==> src/rtl/ddr_rd_arbiter_pkg.sv <==
// Shared widths, FSM state encoding and the transfer-range helper for the DDR read arbiter.
package ddr_rd_arbiter_pkg;

  localparam int ADDR_W = 28;
  localparam int LEN_W  = 24;
  localparam int DATA_W = 16;

  typedef enum logic [2:0] {
    ST_IDLE   = 3'd0,
    ST_LOAD   = 3'd1,
    ST_SETTLE = 3'd2,
    ST_STREAM = 3'd3,
    ST_FINISH = 3'd4
  } state_e;

  // One-past-last word address; the carry bit flags a window that wraps the DDR space.
  function automatic logic [ADDR_W:0] xfer_end(input logic [ADDR_W-1:0] addr,
                                               input logic [LEN_W-1:0]  len);
    return {1'b0, addr} + {{(ADDR_W + 1 - LEN_W){1'b0}}, len};
  endfunction

endpackage

==> src/rtl/ddr_rd_skid.sv <==
// Two-entry valid/ready skid buffer between the DDR read FIFO and the granted consumer.
module ddr_rd_skid
  import ddr_rd_arbiter_pkg::*;
(
  input  logic              clk,
  input  logic              rst,
  input  logic              flush,
  input  logic              in_valid,
  input  logic [DATA_W-1:0] in_data,
  output logic              out_valid,
  output logic [DATA_W-1:0] out_data,
  input  logic              out_ready,
  output logic [1:0]        count
);

  logic [DATA_W-1:0] mem_r [2];
  logic              rd_ptr_r;
  logic              wr_ptr_r;
  logic [1:0]        cnt_r;
  logic              push_s;
  logic              pop_s;

  assign out_valid = (cnt_r != 2'd0);
  assign out_data  = out_valid ? mem_r[rd_ptr_r] : {DATA_W{1'b0}};
  assign pop_s     = out_valid & out_ready;
  assign push_s    = in_valid & ((cnt_r != 2'd2) | pop_s);
  assign count     = cnt_r;

  // Storage, pointers and occupancy; a simultaneous push and pop leaves occupancy unchanged.
  always_ff @(posedge clk or posedge rst) begin
    if (rst) begin
      mem_r[0] <= {DATA_W{1'b0}};
      mem_r[1] <= {DATA_W{1'b0}};
      rd_ptr_r <= 1'b0;
      wr_ptr_r <= 1'b0;
      cnt_r    <= 2'd0;
    end else if (flush) begin
      rd_ptr_r <= 1'b0;
      wr_ptr_r <= 1'b0;
      cnt_r    <= 2'd0;
    end else begin
      if (push_s) begin
        mem_r[wr_ptr_r] <= in_data;
        wr_ptr_r        <= ~wr_ptr_r;
      end
      if (pop_s) begin
        rd_ptr_r <= ~rd_ptr_r;
      end
      cnt_r <= cnt_r + {1'b0, push_s} - {1'b0, pop_s};
    end
  end

endmodule

==> src/rtl/ddr_rd_arbiter.sv <==
// Round-robin sharing of the ddr3_top read port between NUM_REQ consumers.
// Optional stall watchdog (parameter TIMEOUT) is built when DDR_RD_ARB_TIMEOUT_EN is defined.
module ddr_rd_arbiter
  import ddr_rd_arbiter_pkg::*;
#(
  parameter int NUM_REQ    = 2,
  parameter int LOAD_CYC   = 4,
  parameter int SETTLE_CYC = 16,
  parameter int BURST_LEN  = 64
`ifdef DDR_RD_ARB_TIMEOUT_EN
  , parameter int TIMEOUT  = 65535
`endif
) (
  input  logic                      clk,
  input  logic                      rst,
  input  logic                      init_done,
  input  logic [NUM_REQ-1:0]        req,
  input  logic [NUM_REQ*ADDR_W-1:0] req_addr,
  input  logic [NUM_REQ*LEN_W-1:0]  req_len,
  output logic [NUM_REQ-1:0]        grant,
  output logic                      dout_valid,
  output logic [DATA_W-1:0]         dout,
  input  logic                      dout_ready,
  output logic [NUM_REQ-1:0]        done,
  output logic                      err,
  output logic [ADDR_W-1:0]         app_addr_rd_min,
  output logic [ADDR_W-1:0]         app_addr_rd_max,
  output logic                      rd_load,
  output logic [7:0]                rd_bust_len,
  output logic                      rd_req,
  input  logic                      rd_empty,
  input  logic [DATA_W-1:0]         rddata
);

  localparam int IDX_W = (NUM_REQ > 1) ? $clog2(NUM_REQ) : 1;

  state_e             state_r, state_nxt_s;
  logic [IDX_W-1:0]   ptr_r, ptr_nxt_s, win_r, win_nxt_s, pick_s, cand_s;
  logic [LEN_W-1:0]   len_r, len_nxt_s, issued_r, issued_nxt_s, accepted_r, accepted_nxt_s;
  logic [ADDR_W-1:0]  min_r, min_nxt_s, max_r, max_nxt_s, pick_addr_s;
  logic [LEN_W-1:0]   pick_len_s;
  logic [ADDR_W:0]    end_s;
  logic [15:0]        cnt_r, cnt_nxt_s;
  logic [NUM_REQ-1:0] grant_r, grant_nxt_s, done_r, done_nxt_s;
  logic               err_r, err_nxt_s, load_r, load_nxt_s;
  logic               found_s, refuse_s, inflight_r, issue_s, push_s, pop_s, flush_s;
  logic               skid_valid_s;
  logic [1:0]         occ_s;

  assign pick_addr_s = req_addr[int'(pick_s)*ADDR_W +: ADDR_W];
  assign pick_len_s  = req_len[int'(pick_s)*LEN_W +: LEN_W];
  assign end_s       = xfer_end(pick_addr_s, pick_len_s);
  assign refuse_s    = end_s[ADDR_W] | (pick_len_s == {LEN_W{1'b0}});

  // Credit check counts a same-cycle pop so a full pipe still reads one word per cycle.
  assign pop_s   = skid_valid_s & dout_ready;
  assign push_s  = inflight_r & (state_r == ST_STREAM);
  assign issue_s = (state_r == ST_STREAM) && !rd_empty && (issued_r < len_r) &&
                   (({1'b0, occ_s} + {2'b00, inflight_r}) < (3'd2 + {2'b00, pop_s}));

  // Round-robin search starting at the pointer.
  always_comb begin
    found_s = 1'b0;
    pick_s  = {IDX_W{1'b0}};
    cand_s  = {IDX_W{1'b0}};
    for (int i = 0; i < NUM_REQ; i++) begin
      cand_s = IDX_W'((int'(ptr_r) + i) % NUM_REQ);
      if (!found_s && req[cand_s]) begin
        found_s = 1'b1;
        pick_s  = cand_s;
      end else begin
        found_s = found_s;
      end
    end
  end

`ifdef DDR_RD_ARB_TIMEOUT_EN
  localparam int WD_W = $clog2(TIMEOUT + 1);
  logic [WD_W-1:0] wd_r;
  logic            wd_expire_s;

  assign wd_expire_s = (state_r == ST_STREAM) && !pop_s && (wd_r == WD_W'(TIMEOUT - 1));

  // Cycles in STREAM since the last accepted word.
  always_ff @(posedge clk or posedge rst) begin
    if (rst) begin
      wd_r <= {WD_W{1'b0}};
    end else if ((state_r != ST_STREAM) || pop_s) begin
      wd_r <= {WD_W{1'b0}};
    end else begin
      wd_r <= wd_r + WD_W'(1);
    end
  end
`else
  logic wd_expire_s;
  assign wd_expire_s = 1'b0;
`endif

  // FSM next state and next values of every registered output.
  always_comb begin
    state_nxt_s    = state_r;
    ptr_nxt_s      = ptr_r;
    win_nxt_s      = win_r;
    len_nxt_s      = len_r;
    min_nxt_s      = min_r;
    max_nxt_s      = max_r;
    cnt_nxt_s      = cnt_r;
    issued_nxt_s   = issue_s ? issued_r + LEN_W'(1) : issued_r;
    accepted_nxt_s = pop_s ? accepted_r + LEN_W'(1) : accepted_r;
    grant_nxt_s    = grant_r;
    load_nxt_s     = load_r;
    done_nxt_s     = {NUM_REQ{1'b0}};
    err_nxt_s      = 1'b0;
    flush_s        = 1'b0;
    case (state_r)
      ST_IDLE: begin
        // Hold off while a refusal's done is still visible so the requester can drop req.
        if (init_done && found_s && (done_r == {NUM_REQ{1'b0}})) begin
          if (pick_s == IDX_W'(NUM_REQ - 1)) begin
            ptr_nxt_s = {IDX_W{1'b0}};
          end else begin
            ptr_nxt_s = pick_s + IDX_W'(1);
          end
          if (refuse_s) begin
            done_nxt_s[pick_s] = 1'b1;
            err_nxt_s          = 1'b1;
          end else begin
            win_nxt_s           = pick_s;
            len_nxt_s           = pick_len_s;
            min_nxt_s           = pick_addr_s;
            max_nxt_s           = end_s[ADDR_W-1:0];
            grant_nxt_s[pick_s] = 1'b1;
            load_nxt_s          = 1'b1;
            cnt_nxt_s           = 16'd0;
            issued_nxt_s        = {LEN_W{1'b0}};
            accepted_nxt_s      = {LEN_W{1'b0}};
            state_nxt_s         = ST_LOAD;
          end
        end else begin
          state_nxt_s = ST_IDLE;
        end
      end
      ST_LOAD: begin
        if (cnt_r == 16'(LOAD_CYC - 1)) begin
          load_nxt_s  = 1'b0;
          cnt_nxt_s   = 16'd0;
          state_nxt_s = ST_SETTLE;
        end else begin
          cnt_nxt_s = cnt_r + 16'd1;
        end
      end
      ST_SETTLE: begin
        if (cnt_r == 16'(SETTLE_CYC - 1)) begin
          cnt_nxt_s   = 16'd0;
          state_nxt_s = ST_STREAM;
        end else begin
          cnt_nxt_s = cnt_r + 16'd1;
        end
      end
      ST_STREAM: begin
        if (accepted_r == len_r) begin
          done_nxt_s[win_r] = 1'b1;
          grant_nxt_s       = {NUM_REQ{1'b0}};
          state_nxt_s       = ST_FINISH;
        end else if (wd_expire_s) begin
          done_nxt_s[win_r] = 1'b1;
          err_nxt_s         = 1'b1;
          grant_nxt_s       = {NUM_REQ{1'b0}};
          flush_s           = 1'b1;
          state_nxt_s       = ST_IDLE;
        end else begin
          state_nxt_s = ST_STREAM;
        end
      end
      ST_FINISH: begin
        state_nxt_s = ST_IDLE;
      end
      default: begin
        state_nxt_s = ST_IDLE;
      end
    endcase
  end

  // FSM state register.
  always_ff @(posedge clk or posedge rst) begin
    if (rst) begin
      state_r <= ST_IDLE;
    end else begin
      state_r <= state_nxt_s;
    end
  end

  // Datapath registers: pointer, counters, window and registered outputs.
  always_ff @(posedge clk or posedge rst) begin
    if (rst) begin
      ptr_r      <= {IDX_W{1'b0}};
      win_r      <= {IDX_W{1'b0}};
      len_r      <= {LEN_W{1'b0}};
      issued_r   <= {LEN_W{1'b0}};
      accepted_r <= {LEN_W{1'b0}};
      min_r      <= {ADDR_W{1'b0}};
      max_r      <= {ADDR_W{1'b0}};
      cnt_r      <= 16'd0;
      grant_r    <= {NUM_REQ{1'b0}};
      done_r     <= {NUM_REQ{1'b0}};
      err_r      <= 1'b0;
      load_r     <= 1'b0;
      inflight_r <= 1'b0;
    end else begin
      ptr_r      <= ptr_nxt_s;
      win_r      <= win_nxt_s;
      len_r      <= len_nxt_s;
      issued_r   <= issued_nxt_s;
      accepted_r <= accepted_nxt_s;
      min_r      <= min_nxt_s;
      max_r      <= max_nxt_s;
      cnt_r      <= cnt_nxt_s;
      grant_r    <= grant_nxt_s;
      done_r     <= done_nxt_s;
      err_r      <= err_nxt_s;
      load_r     <= load_nxt_s;
      inflight_r <= issue_s;
    end
  end

  ddr_rd_skid u_skid (
    .clk       (clk),
    .rst       (rst),
    .flush     (flush_s),
    .in_valid  (push_s),
    .in_data   (rddata),
    .out_valid (skid_valid_s),
    .out_data  (dout),
    .out_ready (dout_ready),
    .count     (occ_s)
  );

  assign grant           = grant_r;
  assign done            = done_r;
  assign err             = err_r;
  assign rd_load         = load_r;
  assign app_addr_rd_min = min_r;
  assign app_addr_rd_max = max_r;
  assign rd_bust_len     = 8'(BURST_LEN);
  assign rd_req          = issue_s;
  assign dout_valid      = skid_valid_s;

endmodule

==> config.mk <==
export PLATFORM = sky130hd
export DESIGN_NAME = ddr_rd_arbiter
export DESIGN_NICKNAME = d
export VERILOG_FILES = /design/src/rtl/ddr_rd_arbiter_pkg.sv /design/src/rtl/ddr_rd_skid.sv /design/src/rtl/ddr_rd_arbiter.sv
export SDC_FILE = /design/constraint.sdc
export NUM_CORES = 1
export LEC_CHECK = 0
export BUFFER_PORTS_ARGS = -buffer_cell sky130_fd_sc_hd__buf_2
export CAP_MARGIN = 40
export CORE_MARGIN = 2
export CORE_UTILIZATION = 45
export CTS_BUF_LIST = sky130_fd_sc_hd__clkbuf_8 sky130_fd_sc_hd__clkbuf_16
export CTS_CLUSTER_SIZE = 28
export DETAILED_ROUTE_END_ITERATION = 10
export PLACE_DENSITY = 0.67
export SLEW_MARGIN = 20
export SYNTH_ARGS = -nofsm -noshare
export SYNTH_HDL_FRONTEND = slang
export SYNTH_SLANG_ARGS = --single-unit
==> constraint.sdc <==
create_clock -name clk -period 8.8 [get_ports clk]
set_clock_uncertainty 0.1 [all_clocks]
set_input_delay 1.76 -clock clk [delete_from_list [all_inputs] [get_ports clk]]
set_output_delay 1.76 -clock clk [all_outputs]
set_load 0.02 [all_outputs]
* Yosys cells after proc, flatten, opt, wreduce, memory -nomap -nowiden
Cells that the tools add are included.
Cells by class: add/subtract/negate cells 10, $mul 2, $lt $le $gt $ge 11, equal/unequal tests 13, shift-type cells 2, mux-type cells 54, bitwise logic cells 11, reductions and logical operators 24
Operators by type and width (number):
- 2-to-1 mux 24 bit | 8
- 2-to-1 mux 16 bit | 9
- variable part select 56 x 7 -> 28 bit | 1
- adder 24 x 1 -> 24 bit, second input constant | 2
- case mux 16 bit (3 select lines) | 1
- variable part select 48 x 7 -> 24 bit | 1
- bitwise mux 32 bit | 1
- adder 28 x 24 -> 29 bit | 1
- equality test 24 bit | 1
- zero test 24 bit | 1
- less-than comparator 24 bit | 1
- 2-to-1 mux 1 bit | 17
- adder 16 x 1 -> 16 bit, second input constant | 1
- demux 16 bit (select 1 bit) | 1
- equality test 16 x 2 -> 1 bit, second input constant | 1
- equality test 16 x 4 -> 1 bit, second input constant | 1
- 2-to-1 mux 3 bit | 5
- 2-to-1 mux 2 bit | 6
- case mux 3 bit (4 select lines) | 1
- inequality test 2 bit, second input constant | 5
- logical AND 1 bit | 9
- AND reduction 3 bit | 3
- less-than comparator 1 x 2 -> 1 bit, second input constant | 4
- case mux 2 bit (2 select lines) | 2
- other kinds (29) | 44
Word-level totals: register bits after elaboration 192, input bits 127, output and inout bits 88

* Longest topological paths before layout
Gate-level depths: netlist (run 1).
depth after elaboration 14, gate-level depth with buffers 18, gate-level depth less buffers 14

* Hierarchy
Synthesis (run 1) repeated with hierarchy kept, for this count alone.
Unflattened totals: cell total of the unflattened synthesis 1253, area, all modules 11506.0 um^2
By module, submodules not included:
- ddr_rd_arbiter | times used 1, cells each 1124, area an instance 9818.2 um^2, sequential area each 3903.7 um^2
- ddr_rd_skid | times used 1, cells each 129, area an instance 1687.9 um^2, sequential area each 900.9 um^2

* Worst setup path after synthesis (run 1)
Ideal clock, no wire load.
path kind in2reg, from input req[0], to register max_r[0] (netlist: app_addr_rd_max[0]), setup time 125 ps, arrival 5174 ps, data required time 8575 ps, path slack 3402 ps, stages on the path 14, buffers on the path 3, cells stage by stage nor2b_1 nor2_1 clkbuf_1 mux2_2 fa_1 a21oi_1 o211a_1 o21ai_0 o21ai_1 o21ai_1 a211oi_1 buf_2 buf_4 mux2_2
Between the ends: word-level cells in the longest chain between the ends 12, elaborated cells on any way between the ends 21, those cells by class add/sub (1); mul (2); shift (2); mux (8); bitwise (2); reduce/logical (6)
Ends and longest elaborated chain:
- start: declaration | line ddr_rd_arbiter.sv:17 | input logic [NUM_REQ-1:0] req,
- 2-to-1 mux 1 bit (implied by the code) (2 in a row) | line ddr_rd_arbiter.sv:68 | if (!found_s && req[cand_s]) begin
- 2-to-1 mux 1 bit | line ddr_rd_arbiter.sv:68
- zero test 1 bit | line ddr_rd_arbiter.sv:68
- logical AND 1 bit | line ddr_rd_arbiter.sv:68
- 2-to-1 mux 1 bit (*) | line ddr_rd_arbiter.sv:68
- multiplier 1 x 2 -> 3 bit (*) | line ddr_rd_arbiter.sv:51 | assign pick_len_s = req_len[int'(pick_s)*LEN_W +: LEN_W];
- variable part select 48 x 7 -> 24 bit (*) | line ddr_rd_arbiter.sv:51
- net pick_len_s[1] | line ddr_rd_arbiter.sv:41 | logic [LEN_W-1:0] pick_len_s;
- adder 28 x 24 -> 29 bit or zero test 24 bit (tied branches) | line ddr_rd_arbiter_pkg.sv:19, ddr_rd_arbiter.sv:53
- OR 1 bit (*) | line ddr_rd_arbiter.sv:53 | assign refuse_s = end_s[ADDR_W] | (pick_len_s == {LEN_W{1'b0}});
- NOT 1 bit (no line) (*)
- AND reduction 3 bit (no line) (*)
- end signal: assignment | line ddr_rd_arbiter.sv:202 | max_r <= {ADDR_W{1'b0}};
- end signal: assignment | line ddr_rd_arbiter.sv:216 | max_r <= max_nxt_s;
- end: declaration | line ddr_rd_arbiter.sv:40 | logic [ADDR_W-1:0] min_r, min_nxt_s, max_r, max_nxt_s, pick_addr_s;
Mark *: on every way through the listed nets, which the timed path passes. The rest lies on a longest branch. The select of a mux whose other input is x is not followed. A chain may end at the register's enable or synchronous reset.

* Worst setup path in the final report (run 1)
from input req[0], to register max_r[26] (netlist: app_addr_rd_max[26])
Between the ends: word-level cells in the longest chain between the ends 12, elaborated cells on any way between the ends 21, those cells by class add/sub (1); mul (2); shift (2); mux (8); bitwise (2); reduce/logical (6)
Ends and longest elaborated chain (line):
- 2-to-1 mux 1 bit (implied by the code) (2 in a row) | ddr_rd_arbiter.sv:68
- 2-to-1 mux 1 bit | ddr_rd_arbiter.sv:68
- zero test 1 bit | ddr_rd_arbiter.sv:68
- logical AND 1 bit | ddr_rd_arbiter.sv:68
- 2-to-1 mux 1 bit (*) | ddr_rd_arbiter.sv:68
- multiplier 1 x 2 -> 3 bit (*) | ddr_rd_arbiter.sv:51
- variable part select 48 x 7 -> 24 bit (*) | ddr_rd_arbiter.sv:51
- net pick_len_s[0] | ddr_rd_arbiter.sv:41
- adder 28 x 24 -> 29 bit or zero test 24 bit (tied branches) | ddr_rd_arbiter_pkg.sv:19, ddr_rd_arbiter.sv:53
- OR 1 bit | ddr_rd_arbiter.sv:53
- NOT 1 bit (no line)
- AND reduction 3 bit (no line)
Marks and branches as above.

==> metrics.txt, run 1 <==
core area=24400 sq um; largest net degree at the start of global routing=75; DR iter-0 viols=692; Synth cell types=just under 70; RePlAce Congestion=between 0.8 and 0.9; Pwr Density=between 200 and 250 nW/um^2; Synth area leaders=dfrtp_1, mux2_2, ha_1; sequential area share after synthesis=between 40 and 50%; Top Ports=~220; fill count=~2200; Post-CTS Hold Fix Bufs=0; commonest cells in the synthesized netlist=dfrtp_1, nand2_1, mux2_2; cells after synthesis=1154; XOR/XNOR Fraction of Synth Area=6.47%; Root Buffer=clkbuf_16; Synth area leader=dfrtp_1; worst min path class=flop to flop; crit path DAT=roughly 6.4 ns; MaxCap Viol Count=0; post-DR vias/cell=~5.5; fin nets=roughly 1500; clk sinks=~190; peak supply drop=approximately 0.00014 V; Antenna Nets Post-Route=0; fin area=13200 sq um; Post-synth EDFFs=0; Overall Global Routing Usage=approximately 23%; die area=about 26000 sq um; CTS Buffer Depth=2; status=finished clean; post-synthesis register bit count=192; Mapped Area=~11000 sq um; cts bufs inserted=17; number of global-route vias before repair=around 9200; clk_lat worst skew=roughly 0.44 ns; FMAX=between 0.15 and 0.2 GHz; unrepaired setup endpoints after global routing=false; clock-pin slew on the worst setup and hold paths=0.08 ns; worst-margin pin slew=0.763 ns; RR Startpoint=ptr_r; final count of negative-setup-slack endpoints=0; worst r2r path cells=16; htree depth=4; post-CTS sizing=0; YS warnings=0; CP startpoint kind=input pin; Starting Density=between 40% and 50%; post-synthesis mux area share=approximately an eighth; CTS tree=done; via count=9246; DRC=0; total negative slack=0 ns; Final Slew Violations=0; Initial DRT Pass Iterations=6; worst-path fanout max=between 70 and 80; port bufs=206; Post-synth top flop=dfrtp_1; post-synthesis compound-gate area fraction=between 10% and 20%; first-pass GRT wire length=48000 um; initial antenna violation count=0; Worst setup EP type=flop; Worst R2R End=app_addr_rd_max[26]; routed length per placed instance=17.5 um; drt total wl=between 20000 and 30000 um; P_leak=between 0.006 and 0.007 uW; n_diodes=0; Hold Startpoint=win_r; share of cells above drive strength 1=between 20% and 30%; WS Path Type=input pin to flop; Die X-Extent=between 150 and 200 um; post-synthesis simple-gate area fraction=17.4%; slew margin rel.=around 49%; final hold violations=0; largest family of logic cells by synthesized area=simple AND/OR/NAND/NOR gates; final worst path period share=just over 70%; # Post-CTS Setup Buffers=0; gr ovfl total=0; R2R Setup Slk=between 3 and 4 ns; async set or reset register ratio after synthesis=100%; Post-DP HPWL=22400 um; Hold Path Stages=1; count leader, synth=dfrtp_1; share of the synthesized area in the top cell type=a little over two fifths; Rows=57; post-synthesis area per instance=9.74 sq um; Placed Area=approximately 13000 sq um; Adder-Cell Fraction of Synth Area=6.19%; Hold Path Sink=done[1]; WP data required=between 9 and 10 ns; Die Ht=162 um; area delta synth->final=17.6%; Final min period=~6.2 ns
[layer usage]
metal  global-route usage (%)  part of all wire (%)
met5                        0                     0
met2                     38.0                    48
met3                     3.98                   4.6
met4                     6.07                   2.0
met1                     31.3                    46
[cells by family after synthesis]
kind of cell,count (synthesis)
AO/OA/AOI/OAI,205
XOR/XNOR,83
adder cells (fa/ha/maj),55
buffers and inverters,99
flip-flops,192
multiplexers,125
other,2
AND/OR/NAND/NOR,393
[state kept, by name (all words and copies together) (netlist names), 3 cells and up]
name	cells
issued_r	24
len_r	24
cnt_r	16
accepted_r	24
app_addr_rd_max	28
app_addr_rd_min	28
state_r	3
u_skid.mem_r	32
[layout make-up]
type | instances | area, sq um | share of cell area (%)
multi-input cells | 869 | 6030 | 45.6
flip-flops and latches | 192 | 4800 | 36.4
repair buffers | 221 | 1180 | 8.96
clock buffers | 17 | 425 | 3.22
well taps | 324 | 405 | 3.07
clock inverters | 15 | 189 | 1.43
inverters | 46 | 180 | 1.36
[power by group]
group / switching, uW / total [uW] / internal (uW)
Sequential: 169 / 1230 / 1060
Clock: 396 / 783 / 387
Combinational: 608 / 1040 / 435
Total: 1170 / 3060 / 1890
[layout by cell type, fill, tap and decap left out, types with 8 or more instances in the layout]
cell / n
nor4_1: 17
or3_1: 11
dfrtp_1: 192
a21oi_1: 76
mux2i_1: 19
nor2b_1: 11
nor3_1: 13
nor2_1: 94
conb_1: 8
a21o_1: 22
xor2_1: 43
buf_4: 12
nand3_1: 18
buf_2: 206
inv_1: 45
clkbuf_16: 17
o21ai_0: 58
ha_1: 54
nand4_1: 18
xnor2_1: 40
and3_1: 16
nand2_1: 139
mux2_2: 106
nor4b_1: 13
[worst max-delay path: stages]
cell and delay (ns):
buf_2 0.11, nor2b_1 0.15, nor2_2 0.08, buf_4 0.34, mux2_2 0.41, ha_1 0.23
fa_1 0.43, a21oi_1 0.19, o211a_1 0.17, o21ai_0 0.13, o21ai_1 0.32, o21ai_1 0.28
a211oi_4 0.28, buf_4 0.63, buf_4 0.53, nor2b_1 0.09, a31o_2 0.23
[how the worst max path moves through the flow]
stage | start | to
global route | req[0] | app_addr_rd_max[26]
detailed placement | req[0] | app_addr_rd_max[26]
CTS | req[0] | app_addr_rd_max[26]
floorplan | rst | accepted_r[0]
global placement | req[0] | app_addr_rd_max[26]
finish | req[0] | app_addr_rd_max[26]
[per-stage QoR]
stage                     instances  total power (uW)  hold WS, ns  utilization, %  worst slack, ns
final                          1684              3060        0.398            54.2             2.60
after global routing           1684              3240        0.401            54.2             2.27
after detailed placement       1651              2290        0.383            51.6             2.16
after global placement         1646              2260        0.377            51.3             2.23
after floorplan                1160              1920        0.363               -             1.71
after CTS                      1683              3080        0.396            54.2             2.61
Note: power is estimated with default switching activity, not from simulation.
==> inputs of run 2 (changes only) <==
==> constraint.sdc (replaced) <==
create_clock -name clk -period 6.1 [get_ports clk]
set_clock_uncertainty 0.1 [all_clocks]
set_input_delay 1.22 -clock clk [delete_from_list [all_inputs] [get_ports clk]]
set_output_delay 1.22 -clock clk [all_outputs]
set_load 0.02 [all_outputs]
==> metrics.txt, run 2 (synthesis gave the netlist of run 1 again) <==
largest net degree at the start of global routing=153 (+100%); Final Slew Violations=0 (unchanged); final worst path period share=a little over four fifths; CTS tree=done; number of global-route vias before repair=8844 (-4.0%); worst hold slack=0.400 ns (+0.00233 ns); WP data required=6.33 ns (-2.69 ns); worst setup path startpoint=req[0]; commonest non-fill, non-tap cell in the layout=buf_2; share of cells above drive strength 1=28.3% (-0.053 points); clock-pin slew on the worst setup and hold paths=0.08 ns (about the same); final count of negative-setup-slack endpoints=0 (unchanged); Post-DP HPWL=21600 um (-3.9%); Pwr Density=334 nW/um^2 (+44%); slew margin rel.=43.3% (-5.3 points); clk sinks=192 (unchanged); Overall Global Routing Usage=22.4% (-0.56 points); core area=24400 sq um (unchanged); htree depth=4 (unchanged); final hold violations=0 (unchanged); RePlAce Congestion=0.916 (+2.4%); drt total wl=28800 um (-2.4%); n_diodes=0 (unchanged); worst r2r path cells=12 (-4); FMAX=between 0.15 and 0.2 GHz; post-CTS sizing=0 (unchanged); Rows=57 (unchanged); Top Ports=215 (unchanged); worst-margin pin slew=0.842 ns (+0.0793 ns); post-DR vias/cell=5.41 (-1.4%); # Post-CTS Setup Buffers=0 (unchanged); fin nets=1528 (-0.065%); Top reg by flops=u_skid.mem_r; worst min path class=flop to flop; Final min period=a little over 5 ns; die area=26300 sq um (unchanged); clk_lat worst skew=0.44 ns (about the same); Worst setup EP type=flop; Root Buffer=clkbuf_16; via count=9108 (-1.5%); first-pass GRT wire length=46600 um (-3.0%); Die Ht=162 um (unchanged); initial antenna violation count=0 (unchanged); DRC=0 (unchanged); status=finished clean; routed length per placed instance=17.1 um (-2.3%); CP startpoint kind=input pin; P_leak=0.00645 uW (-0.26%); Hold Path Stages=1 (unchanged); total negative slack=0 ns (unchanged); DR iter-0 viols=601 (-13%); port bufs=206 (unchanged); Hold Startpoint=win_r; MaxCap Viol Count=0 (unchanged); RR Startpoint=ptr_r; Post-CTS Hold Fix Bufs=0 (unchanged); critical-path cell list=buf_2 > nor2b_1 > nor2_2 > mux2_2 > ha_1 > fa_1 > a21oi_1 > o211a_1 > o21ai_0 > o21ai_1 > o21ai_1 > a211oi_4 > buf_12 > mux2_2; crit path DAT=5.38 ns (-1.04 ns); Antenna Nets Post-Route=0 (unchanged); worst-path fanout max=112 (+51%); peak supply drop=0.000178 V (+23%); cts bufs inserted=17 (unchanged); area delta synth->final=17.5% (about the same); CTS Buffer Depth=2 (unchanged); Initial DRT Pass Iterations=5 (-1); max FFs per register=32 (unchanged); Die X-Extent=162 um (unchanged); CP peak stage delay=0.43 ns (-0.20 ns); R2R Setup Slk=1.45 ns (-2.26 ns); unrepaired setup endpoints after global routing=false; WS Path Type=input pin to flop; Starting Density=46.1% (unchanged); most frequent cells in the layout=buf_2, dfrtp_1, nand2_1; gr ovfl total=0 (unchanged); Slowest cell on crit path=fa_1
==> run 2: cell count changes in the layout (fill, tap and decap cells not counted), sizes merged <==
| cell | delta |
|---|---|
| buf | -1 |
| clkinv | -6 |
| clkinvlp | +3 |
| inv | +2 |
| bufinv | +1 |
==> run 2: path summary, 6_finish.rpt <==
path / endpoint
worst max-delay path: app_addr_rd_max[4]
worst min-delay path: done[1]
worst max register to register: app_addr_rd_max[4]
worst min register to register: done[1]
max in group asynchronous: cnt_r[4]
min in group asynchronous: app_addr_rd_min[24]
==> run 2: final cells by class <==
class	instances	area, sq um
flip-flops and latches	192	4800
well taps	324	405
clock buffers	17	425
fillers	2281	11200
clock inverters	15	173
repair buffers	220	1190
inverters	46	176
multi-input cells	869	6030
==> run 2: power breakdown <==
| group | total [uW] | internal [uW] | switching [uW] |
|---|---|---|---|
| Sequential | 1780 | 1530 | 243 |
| Combinational | 1490 | 623 | 872 |
| Clock | 1140 | 588 | 554 |
==> run 2: metrics by stage <==
stage                     worst slack, ns  total power, uW  util (%)  cells  cell area, sq um
after floorplan                      1.24             2780         -   1160             11300
after global placement              0.726             3250      51.4   1645             12500
after detailed placement            0.599             3290      51.6   1648             12600
after CTS                            1.03             4450      54.1   1680             13200
after global routing                0.698             4690      54.1   1683             13200
final                               0.944             4410      54.1   1683             13200
==> run 2: worst max-delay path, delay by kind of cell <==
kind / cells / cell delay (ns)
AO/OA/AOI/OAI: 6 / 1.51
multiplexers: 2 / 0.82
adder cells (fa/ha/maj): 2 / 0.66
AND/OR/NAND/NOR: 2 / 0.55
buffers and inverters: 2 / 0.51
==> run 2: routing by layer <==
layer  part of all wire (%)  vias up  track usage (%)
met3                    4.8       35             3.91
met4                    1.6        0             6.52
met1                     45     4380             29.9
met5                      0        -                0
met2                     48      256             37.5
li1                       -     4437                -
